===== src/rtl/flag_branch_unit_pkg.sv =====
// rtl/flag_branch_unit_pkg.sv - shared condition codes, state encoding and flag indices
package flag_branch_unit_pkg;

   localparam logic [2:0] COND_ALWAYS = 3'b000;
   localparam logic [2:0] COND_EQ     = 3'b001;
   localparam logic [2:0] COND_NE     = 3'b010;
   localparam logic [2:0] COND_GT     = 3'b011;
   localparam logic [2:0] COND_LT     = 3'b100;
   localparam logic [2:0] COND_GE     = 3'b101;
   localparam logic [2:0] COND_LE     = 3'b110;
   localparam logic [2:0] COND_NEVER  = 3'b111;

   typedef enum logic {
      ST_RUN   = 1'b0,
      ST_FLUSH = 1'b1
   } state_e;

   localparam int FLAG_G = 2;
   localparam int FLAG_E = 1;
   localparam int FLAG_L = 0;

   function automatic logic is_onehot3(input logic [2:0] v);
      return (v == 3'b001) || (v == 3'b010) || (v == 3'b100);
   endfunction

endpackage


===== src/rtl/flag_branch_unit_cond_eval.sv =====
// rtl/flag_branch_unit_cond_eval.sv - combinational branch-condition evaluation on {G,E,L}
module cond_eval
   import flag_branch_unit_pkg::*;
(
   input  logic [2:0] flags,
   input  logic [2:0] cond,
   output logic       true
);

   always_comb begin
      true = 1'b0;
      case (cond)
         COND_ALWAYS: true = 1'b1;
         COND_EQ:     true = flags[FLAG_E];
         COND_NE:     true = ~flags[FLAG_E];
         COND_GT:     true = flags[FLAG_G];
         COND_LT:     true = flags[FLAG_L];
         COND_GE:     true = flags[FLAG_G] | flags[FLAG_E];
         COND_LE:     true = flags[FLAG_L] | flags[FLAG_E];
         COND_NEVER:  true = 1'b0;
         default:     true = 1'b0;
      endcase
   end

endmodule


===== src/rtl/flag_branch_unit.sv =====
// rtl/flag_branch_unit.sv - flag register, PC and taken-branch flush FSM
// Optional macro FLAG_FWD_EN: same-cycle flag write is forwarded into branch evaluation.
module flag_branch_unit
   import flag_branch_unit_pkg::*;
#(
   parameter int                PC_W         = 8,
   parameter logic [PC_W-1:0]   RESET_PC     = '0,
   parameter int                FLUSH_CYCLES = 2
) (
   input  logic            clk,
   input  logic            rst,
   input  logic            greater_in,
   input  logic            equal_in,
   input  logic            less_in,
   input  logic            flag_we,
   input  logic            pc_en,
   input  logic            br_valid,
   input  logic [2:0]      br_cond,
   input  logic [PC_W-1:0] br_target,
   output logic [PC_W-1:0] PC,
   output logic [2:0]      FLAGS,
   output logic            TAKEN,
   output logic            FLUSH,
   output logic            BUSY,
   output logic            ERR
);

   localparam logic [3:0] FLUSH_INIT = (FLUSH_CYCLES > 0) ? 4'(FLUSH_CYCLES - 1) : 4'd0;

   state_e          state_q, state_d;
   logic [3:0]      cnt_q, cnt_d;
   logic [PC_W-1:0] pc_q, pc_d;
   logic [2:0]      flags_q, flags_d;
   logic            taken_q, taken_d;
   logic            flush_q, flush_d;
   logic            err_q, err_d;

   logic [2:0]      gel_in;
   logic [2:0]      eval_flags;
   logic            cond_true;

   assign gel_in = {greater_in, equal_in, less_in};

`ifdef FLAG_FWD_EN
   assign eval_flags = flag_we ? gel_in : flags_q;
`else
   assign eval_flags = flags_q;
`endif

   cond_eval u_cond_eval (
      .flags (eval_flags),
      .cond  (br_cond),
      .true  (cond_true)
   );

   always_comb begin
      state_d = state_q;
      cnt_d   = cnt_q;
      pc_d    = pc_q;
      taken_d = 1'b0;
      flush_d = flush_q;
      flags_d = flag_we ? gel_in : flags_q;
      err_d   = err_q | (flag_we & ~is_onehot3(gel_in));
      case (state_q)
         ST_RUN: begin
            if (br_valid && cond_true) begin
               pc_d    = br_target;
               taken_d = 1'b1;
               if (FLUSH_CYCLES > 0) begin
                  state_d = ST_FLUSH;
                  flush_d = 1'b1;
                  cnt_d   = FLUSH_INIT;
               end
            end else if (pc_en) begin
               pc_d = pc_q + PC_W'(1);
            end
         end
         // Wrong-path pc_en/br_valid are dropped while flushing.
         ST_FLUSH: begin
            if (cnt_q == 4'd0) begin
               state_d = ST_RUN;
               flush_d = 1'b0;
            end else begin
               cnt_d = cnt_q - 4'd1;
            end
         end
         default: begin
            state_d = ST_RUN;
            flush_d = 1'b0;
         end
      endcase
   end

   always_ff @(posedge clk) begin
      if (rst) begin
         state_q <= ST_RUN;
         cnt_q   <= 4'd0;
         pc_q    <= RESET_PC;
         flags_q <= 3'b000;
         taken_q <= 1'b0;
         flush_q <= 1'b0;
         err_q   <= 1'b0;
      end else begin
         state_q <= state_d;
         cnt_q   <= cnt_d;
         pc_q    <= pc_d;
         flags_q <= flags_d;
         taken_q <= taken_d;
         flush_q <= flush_d;
         err_q   <= err_d;
      end
   end

   assign PC    = pc_q;
   assign FLAGS = flags_q;
   assign TAKEN = taken_q;
   assign FLUSH = flush_q;
   assign BUSY  = flush_q;
   assign ERR   = err_q;

endmodule


===== config.mk =====
export PLATFORM = sky130hd
export DESIGN_NAME = flag_branch_unit
export DESIGN_NICKNAME = d
export VERILOG_FILES = /design/src/rtl/flag_branch_unit_pkg.sv /design/src/rtl/flag_branch_unit_cond_eval.sv /design/src/rtl/flag_branch_unit.sv
export SDC_FILE = /design/constraint.sdc
export NUM_CORES = 1
export LEC_CHECK = 0
export ABC_AREA = 1
export CAP_MARGIN = 20
export CORE_UTILIZATION = 42
export CTS_CLUSTER_DIAMETER = 50
export DETAILED_ROUTE_END_ITERATION = 16
export PLACE_DENSITY = 0.75
export REMOVE_ABC_BUFFERS = 1
export SLEW_MARGIN = 0
export SYNTH_ARGS = -nofsm -noshare
export SYNTH_HDL_FRONTEND = slang
export SYNTH_SLANG_ARGS = --single-unit

===== constraint.sdc =====
create_clock -name clk -period 1.2 [get_ports clk]
set_input_delay 0.24 -clock clk [delete_from_list [all_inputs] [get_ports clk]]
set_output_delay 0.24 -clock clk [all_outputs]
set_load 0.01 [all_outputs]

### Yosys cells after proc, flatten, opt, wreduce, memory -nomap -nowiden

Cells that the tools add are included.
Widths: inputs -> output; s select.

* input bits: 19
* output and inout port bits: 15
* logic and storage cells: 51
* latch bits: 0
* memories kept: 0
* bits in read-only memories: 0
* bits in registers: 19
* RAM bits: 0

* mux-type cells: 12
* add/sub/neg operators: 2
* $lt $le $gt $ge: 0
* shifts and indexed selects: 0
* bitwise operators: 7
* div/mod/pow operators: 0
* reductions and logical operators: 10
* $mul: 0
* equal/unequal tests: 13

Operators by type and width (number)
* $mux 8: 2
* $eq 3x3->1 const B: 5
* $eq 3x2->1 const B: 3
* $add 8x1->8 const B: 1
* $mux 4: 2
* $pmux 1 s8: 1
* $pmux 4 s2: 1
* $eq 3x1->1 const B: 2
* $reduce_and 2->1: 3
* $logic_not 4->1: 1
* $mux 1: 4
* $ne 2x2->1 const B: 2
* $pmux 1 s2: 2
* $sub 4x1->4 const B: 1
* $logic_not 3->1: 1
* $not 1->1: 3
* $or 1x1->1: 3
* $logic_or 1x1->1: 2
* $ne 2x1->1 const B: 1
* $reduce_bool 2->1: 1
* $reduce_or 2->1: 1
* $and 1x1->1: 1
* $logic_and 1x1->1: 1

### Depth between registers and ports, before layout

Gate-level depths: netlist of the first run.

* depth in word-level cells: 6
* mapped depth: 10
* gate-level depth less buffers: 9

### Modules after synthesis

From an unflattened synthesis of the first run, not the netlist that was laid out.

* cell total of the unflattened synthesis: 158
* area total of the unflattened synthesis: 1059.8 um^2

Modules (own cells, without submodules)
* flag_branch_unit: cells each 141, area an instance 993.5 um^2, instances 1
* cond_eval: cells each 17, area an instance 66.3 um^2, instances 1

### Worst setup path after synthesis of the first run

Ideal clock, no wire load.

* path type: register -> register
* from: register flags_q[1] (netlist: FLAGS[1])
* to: register pc_q[1] (netlist: PC[1])
* arrival time: 1.169 ns
* stages on the path, launching flop included: 9
* setup slack: -0.081 ns
* path buffers: 1
* cell sequence: dfxtp_1 nand3_1 nand3_4 nand3_4 buf_6 nand2_1 o21ai_2 nor2_1 nor2_1

* longest elaborated chain between the ends: 5
* elaborated cells between the ends (all ways): 8
* those cells by class: 2 x mux; 3 x bitwise; 3 x reduce/logical

Ends and longest elaborated chain
* start, declared: RTL line flag_branch_unit.sv:33 `logic [2:0] flags_q, flags_d;`
* start signal, assigned: RTL line flag_branch_unit.sv:107 `flags_q <= flags_d;`
* $or 1x1->1 (tied with other cells): RTL line flag_branch_unit_cond_eval.sv:19 `COND_LE: true = flags[FLAG_L] | flags[FLAG_E];`
* $pmux 1 s8 *: RTL line flag_branch_unit_cond_eval.sv:12 `case (cond)`
* $logic_and 1x1->1 *: RTL line flag_branch_unit.sv:66 `if (br_valid && cond_true) begin`
* $reduce_bool 2->1 (no source line)
* $reduce_and 2->1 (no source line)
* end signal, assigned: RTL line flag_branch_unit.sv:106 `pc_q <= pc_d;`
* end, declared: RTL line flag_branch_unit.sv:32 `logic [PC_W-1:0] pc_q, pc_d;`

Mark *: on every way between the ends. The rest lies on a longest branch, timed or not.
A chain may end at the register's enable or synchronous reset.

### Worst setup path in the final report of the first run

* from: register pc_q[0] (netlist: PC[0])
* to: register pc_q[3] (netlist: PC[3])

* longest elaborated chain between the ends: 3

Ends and longest elaborated chain
* $add 8x1->8: RTL line flag_branch_unit.sv:75 `pc_d = pc_q + PC_W'(1);`
* $mux 8: RTL line flag_branch_unit.sv:74 `end else if (pc_en) begin`
* $mux 8: RTL line flag_branch_unit.sv:66

Every way passes these cells. The select of a mux whose other input is x is not followed.

==> reports/qor.csv, run 1 <==
metric,value,unit
syn_inst,175,
drt-total-wl,3.79,mm
ioPinCount,34,
grt_pass1_wl,5.64,mm
cpPeakStageDelay,0.39,ns
arrival,1.51,ns
clockRootBuffer,clkbuf_4,
first_global_vias,1362,
insertion_delay,0.30,ns
num_antenna_cells,0,
die_area,3020,µm²
hold_violations,0,
cts_buffer_depth,2,
cp.required,1.44,ns
min_path_type,flip-flop to flip-flop,
path_buf_inv,2,
synth_seq_cells,19,
coreArea,2570,µm²
setup_viol,10,
start_util,0.459,
hpwl,2.51,mm
run_status,finished with violations,
drv_slew,0,
tns,-0.408,ns
netlist_area,1180,µm²
die_height,55.0,µm
drive_gt1_frac,0.405,
p_leak,0.937,nW
gp_congestion,0.806,
path_clk_slew,0.11,ns
fin_crit,1.27,ns
dr_total_vias,1443,
drt_pass1_iterations,5,
finClkSkew,0.00540,ns
wire_per_inst,14.2,µm
fin_ws,-0.0733,ns
power.density,922,nW/µm²
failed_checks,negative setup slack,
ff_latch_area,402,µm²
n_fill_cell,184,
fin_crit_sh,1.06,
critPathTopFamily,flip-flops,
crit_fanout,3,
whs,0.476,ns
drc_errors,0,
grt_max_degree,11,
multi_input_area,891,µm²
ys_warn_count,0,
vias_per_cell,5.40,
fmax,0.785,GHz
avgSynthCellArea,6.74,µm²
fin_util,0.791,
cts_tree,done,
cts_num_sinks,19,
ys_seq_area_frac,0.323,
cts_buffers,3,
flow.area_growth_from_synthesis,72.3,%
ant_nets,0,
slew_headroom,0.753,
placementRows,18,
ir_worst_vdd,0.843,mV
port_buffers,33,
ys_types,28,
critical_path_class,flip-flop to flip-flop,
crit_slowest_cell,dfxtp_4,
grt-ovfl-total,0,
cap_violations,0,
antenna_found_initial,0,
pre_cts_ws,-0.507,ns
start_kind,flip-flop,
gr-usage-all-layers,0.263,
die_width,55.0,µm
nets,260,
drtIter0Drc,50,
end_kind,flip-flop,
worstMarginPinSlew,0.370,ns
grt_setup_unrepaired,true,
htreeDepth,1,
path_cells,"inv_1, buf_4, o21ai_0, nand3_1, nand2_2, nor2_4, nor2_1",
## per-layer routing
layer | track usage | routed length (µm) | vias to the layer above
met5 | 0 | 0 | -
met3 | 0.0355 | 148 | 20
met4 | 0.146 | 148 | 0
li1 | - | - | 698
met1 | 0.276 | 1440 | 672
met2 | 0.496 | 2060 | 53
## stage by stage
| stage | power [mW] | std cells | area [µm²] |
|---|---|---|---|
| 2_1_floorplan | 1.04 | 171 | 1140 |
| 3_3_place_gp | 1.35 | 258 | 1700 |
| 3_5_place_dp | 1.37 | 258 | 1700 |
| 4_1_cts | 1.80 | 265 | 1910 |
| 5_1_grt | 1.96 | 267 | 2030 |
| 6_report | 1.87 | 267 | 2030 |
## worst register-to-register path: cells and delay by family, from the launching register on
kind / cells / cell delay, ns
AOI/OAI and AO/OA: 1 / 0.20
and+or+nand+nor: 4 / 0.39
DFF: 1 / 0.39
buffers and inverters: 2 / 0.23
## cells by family (layout without fill, tap and decap cells)
kind of cell    count (synthesis)  after routing  share of synthesized area
simple gates                  100            101                      0.416
buf+inv                        30             91                      0.113
compound gates                 21             21                      0.102
flops                          19             19                      0.323
fa+ha+maj                       3              3                     0.0319
xor+xnor                        2              2                     0.0149
## layout make-up
cell class	count	area share
Tap cell	30	0.0185
Multi-Input combinational cell	127	0.439
Clock buffer	4	0.0129
Sequential cell	19	0.198
Timing Repair Buffer	61	0.278
Inverter	26	0.0542
## power breakdown
part,switching (mW),total [mW],internal (mW)
clock network,0.203,0.332,0.129
registers,0.0563,0.750,0.694
logic,0.412,0.790,0.378
## worst paths after layout
check	slack [ns]	from	to	cells after the start
hold reg to reg	0.48	ERR	ERR	2
hold / removal	0.48	ERR	ERR	2
setup / recovery	-0.07	PC[0]	PC[3]	7
setup reg to reg	-0.07	PC[0]	PC[3]	7
## Yosys cell counts, drive strengths merged
cell    instances  area share
nand2          42        0.14
buf             4       0.030
ha              3       0.032
a31oi           1      0.0053
nand3b          2       0.013
o211ai          1      0.0064
nor3            1      0.0042
or2             1      0.0053
dfxtp          19        0.32
xor2            2       0.015
nor2           26       0.085
inv            26       0.083
nand3          19        0.11
nand4           9       0.061
a21oi           9       0.045
o21ai          10       0.046
## what timing repair did
| item | in CTS | in global routing |
|---|---|---|
| gates resized for setup | 79 | 33 |
| pin swaps | 29 | 12 |
| cloned | 1 | 0 |
| hold buffers | 0 | 0 |
| setup buffers | 2 | 2 |
| setup endpoints to repair | 30 | 23 |
## registers in the layout, summed over array words and instances (netlist names)
signal / flops
BUSY: 1
ERR: 1
FLAGS: 3
PC: 8
TAKEN: 1
cnt_q: 4
state_q: 1
## layout by cell type, fill, tap and decap left out, types with 2 or more instances in the layout
cell             netlist  final
a21oi_1                7      3
a21oi_2                2      5
buf_4                  1     21
buf_6                  2      6
clkbuf_4               0      3
clkdlybuf4s15_1        0     10
clkdlybuf4s50_1        0     14
dfxtp_1               19      8
dfxtp_2                0      8
dfxtp_4                0      3
dlygate4sd2_1          0      9
ha_4                   0      2
inv_1                 24     20
inv_2                  2      3
inv_4                  0      2
nand2_1               40     32
nand2_2                1      7
nand2_4                1      3
nand3_1               16      5
nand3_2                1     11
nand3_4                2      4
nand3b_1               2      2
nand4_1                8      8
nor2_1                25     16
nor2_2                 1      3
nor2_4                 0      7
o21ai_0                7      4
o21ai_1                2      3
o21ai_2                1      3
xor2_1                 2      2
(Power assumes the default switching activity.)
==> run 2: changes to the inputs <==
Settings changed: CORE_UTILIZATION 42 to 47, PLACE_DENSITY 0.75 to 0.79.
Clock period 1.2 ns to 1.4 ns, I/O delays scaled along.
==> reports/qor.csv, run 2 (synthesized netlist as in run 1, its figures left out) <==
metric,value,unit
antenna_found_initial,0,
crit_slowest_cell,clkdlybuf4s50_1,
insertion_delay,0.30,ns
ctsHoldBuffers,0,
hpwl,2.34,mm
slew_headroom,0.765,
ir_worst_vdd,0.801,mV
drive_gt1_frac,0.193,
arrival,1.57,ns
path_cells,"clkdlybuf4s50_1, inv_1, a21oi_2, nand2_4, buf_4, nand4_1, nand2_1, nor2_1, nor2_1",
cts_buffers,3,
ioPinCount,34,
drc_errors,0,
critPathLaunch,br_cond[0],
vias_per_cell,5.20,
placementRows,17,
grt-ovfl-total,0,
p_leak,0.828,nW
die_height,52.1,µm
htreeDepth,1,
die_width,52.1,µm
reg2reg_from,FLAGS[1],
final_common_cell,nand2_1,
critical_path_class,input pin to flip-flop,
cts_tree,done,
hp-start,ERR,
cts_buffer_depth,2,
crit_fanout,6,
largest_reg_flops,8,
drt_pass1_iterations,4,
drv_slew,0,
drt-total-wl,3.15,mm
setup_viol,0,
fin_crit,1.36,ns
crit_path_frequent_cell,nor2_1,
worstMarginPinSlew,0.351,ns
critPathTopFamily,buffers and inverters,
cap_violations,0,
n_fill_cell,207,
grt_max_degree,11,
hold_violations,0,
start_util,0.513,
start_kind,input pin,
nets,246,
dr_total_vias,1304,
grt_setup_unrepaired,false,
end_kind,flip-flop,
fmax,0.737,GHz
num_antenna_cells,0,
finClkSkew,0.00651,ns
clockRootBuffer,clkbuf_4,
grt_pass1_wl,5.09,mm
fin_ws,0.0426,ns
ant_nets,0,
port_buffers,33,
drtIter0Drc,32,
final_cell_mix,"38 x nand2_1, 24 x inv_1, 24 x nor2_1",
gr-usage-all-layers,0.256,
cts_num_sinks,19,
whs,0.484,ns
power.density,847,nW/µm²
run_status,finished clean,
path_buf_inv,3,
pre_cts_ws,-0.370,ns
first_global_vias,1208,
fin_crit_sh,0.970,
cp.required,1.61,ns
path_clk_slew,0.12,ns
min_path_type,flip-flop to flip-flop,
wire_per_inst,12.5,µm
flow.area_growth_from_synthesis,43.0,%
coreArea,2300,µm²
gp_congestion,0.868,
cpPeakStageDelay,0.46,ns
die_area,2710,µm²
power.total,1.43,mW
## run 2: cell types whose count changed in the layout (fill, tap and decap cells not counted), moves of 6 or more
cell             change
buf_4                -8
buf_6                -6
clkdlybuf4s15_1     -10
dlygate4sd2_1        +8
nand2_1              +6
nand3_1             +10
nand3_2              -9
nor2_1               +8
nor2_4               -7
## run 2: cell type report
cell class / instances / area (µm²) / share of cell area
Clock buffer: 4 / 26.3 / 0.0156
Inverter: 26 / 97.6 / 0.0579
Multi-Input combinational cell: 127 / 708 / 0.420
Sequential cell: 19 / 392 / 0.232
Tap cell: 28 / 35.0 / 0.0208
Timing Repair Buffer: 47 / 427 / 0.253
## run 2: report_power, final
group / switching (mW) / internal (mW) / total [mW] / leakage, nW
clock network: 0.179 / 0.111 / 0.290 / 0.0150
logic: 0.267 / 0.236 / 0.503 / 0.654
registers: 0.0416 / 0.593 / 0.635 / 0.159
## run 2: worst paths after layout
path,endpoint,slack (ns),depth (start not counted)
worst max-delay path,PC[5],0.04,9
worst min-delay path,ERR,0.48,2
worst max register to register,PC[5],0.13,7
worst min register to register,ERR,0.48,2
## run 2: through the flow
stage / area [µm²] / util / setup TNS, ns / instances
6_report: 1690 / 0.734 / 0 / 251
4_1_cts: 1640 / 0.716 / 0 / 250
3_3_place_gp: 1620 / 0.705 / -3.67 / 245
3_5_place_dp: 1620 / 0.705 / -4.25 / 245
2_1_floorplan: 1140 / - / 0 / 171
5_1_grt: 1690 / 0.734 / 0 / 251
## run 2: timing repair
item                                    4_1_cts  5_1_grt
cloned                                        1        0
endpoints found under the setup margin       20        6
setup buffers                                 0        1
pin swaps                                     1        2
resized for setup                            23        9
## run 2: tightest hold or removal path: cells and delay by family, from the launching register on
| family | cells | cell delay, ns |
|---|---|---|
| compound gates | 1 | 0.04 |
| flops | 1 | 0.34 |
| simple gates | 1 | 0.07 |
## run 2: layer usage
metal  share of wire  vias up  GRT usage
li1                -      668          -
met1            0.47      595      0.325
met2            0.48       37      0.438
met3           0.043        4     0.0351
met4          0.0099        0     0.0901
met5               0        -          0
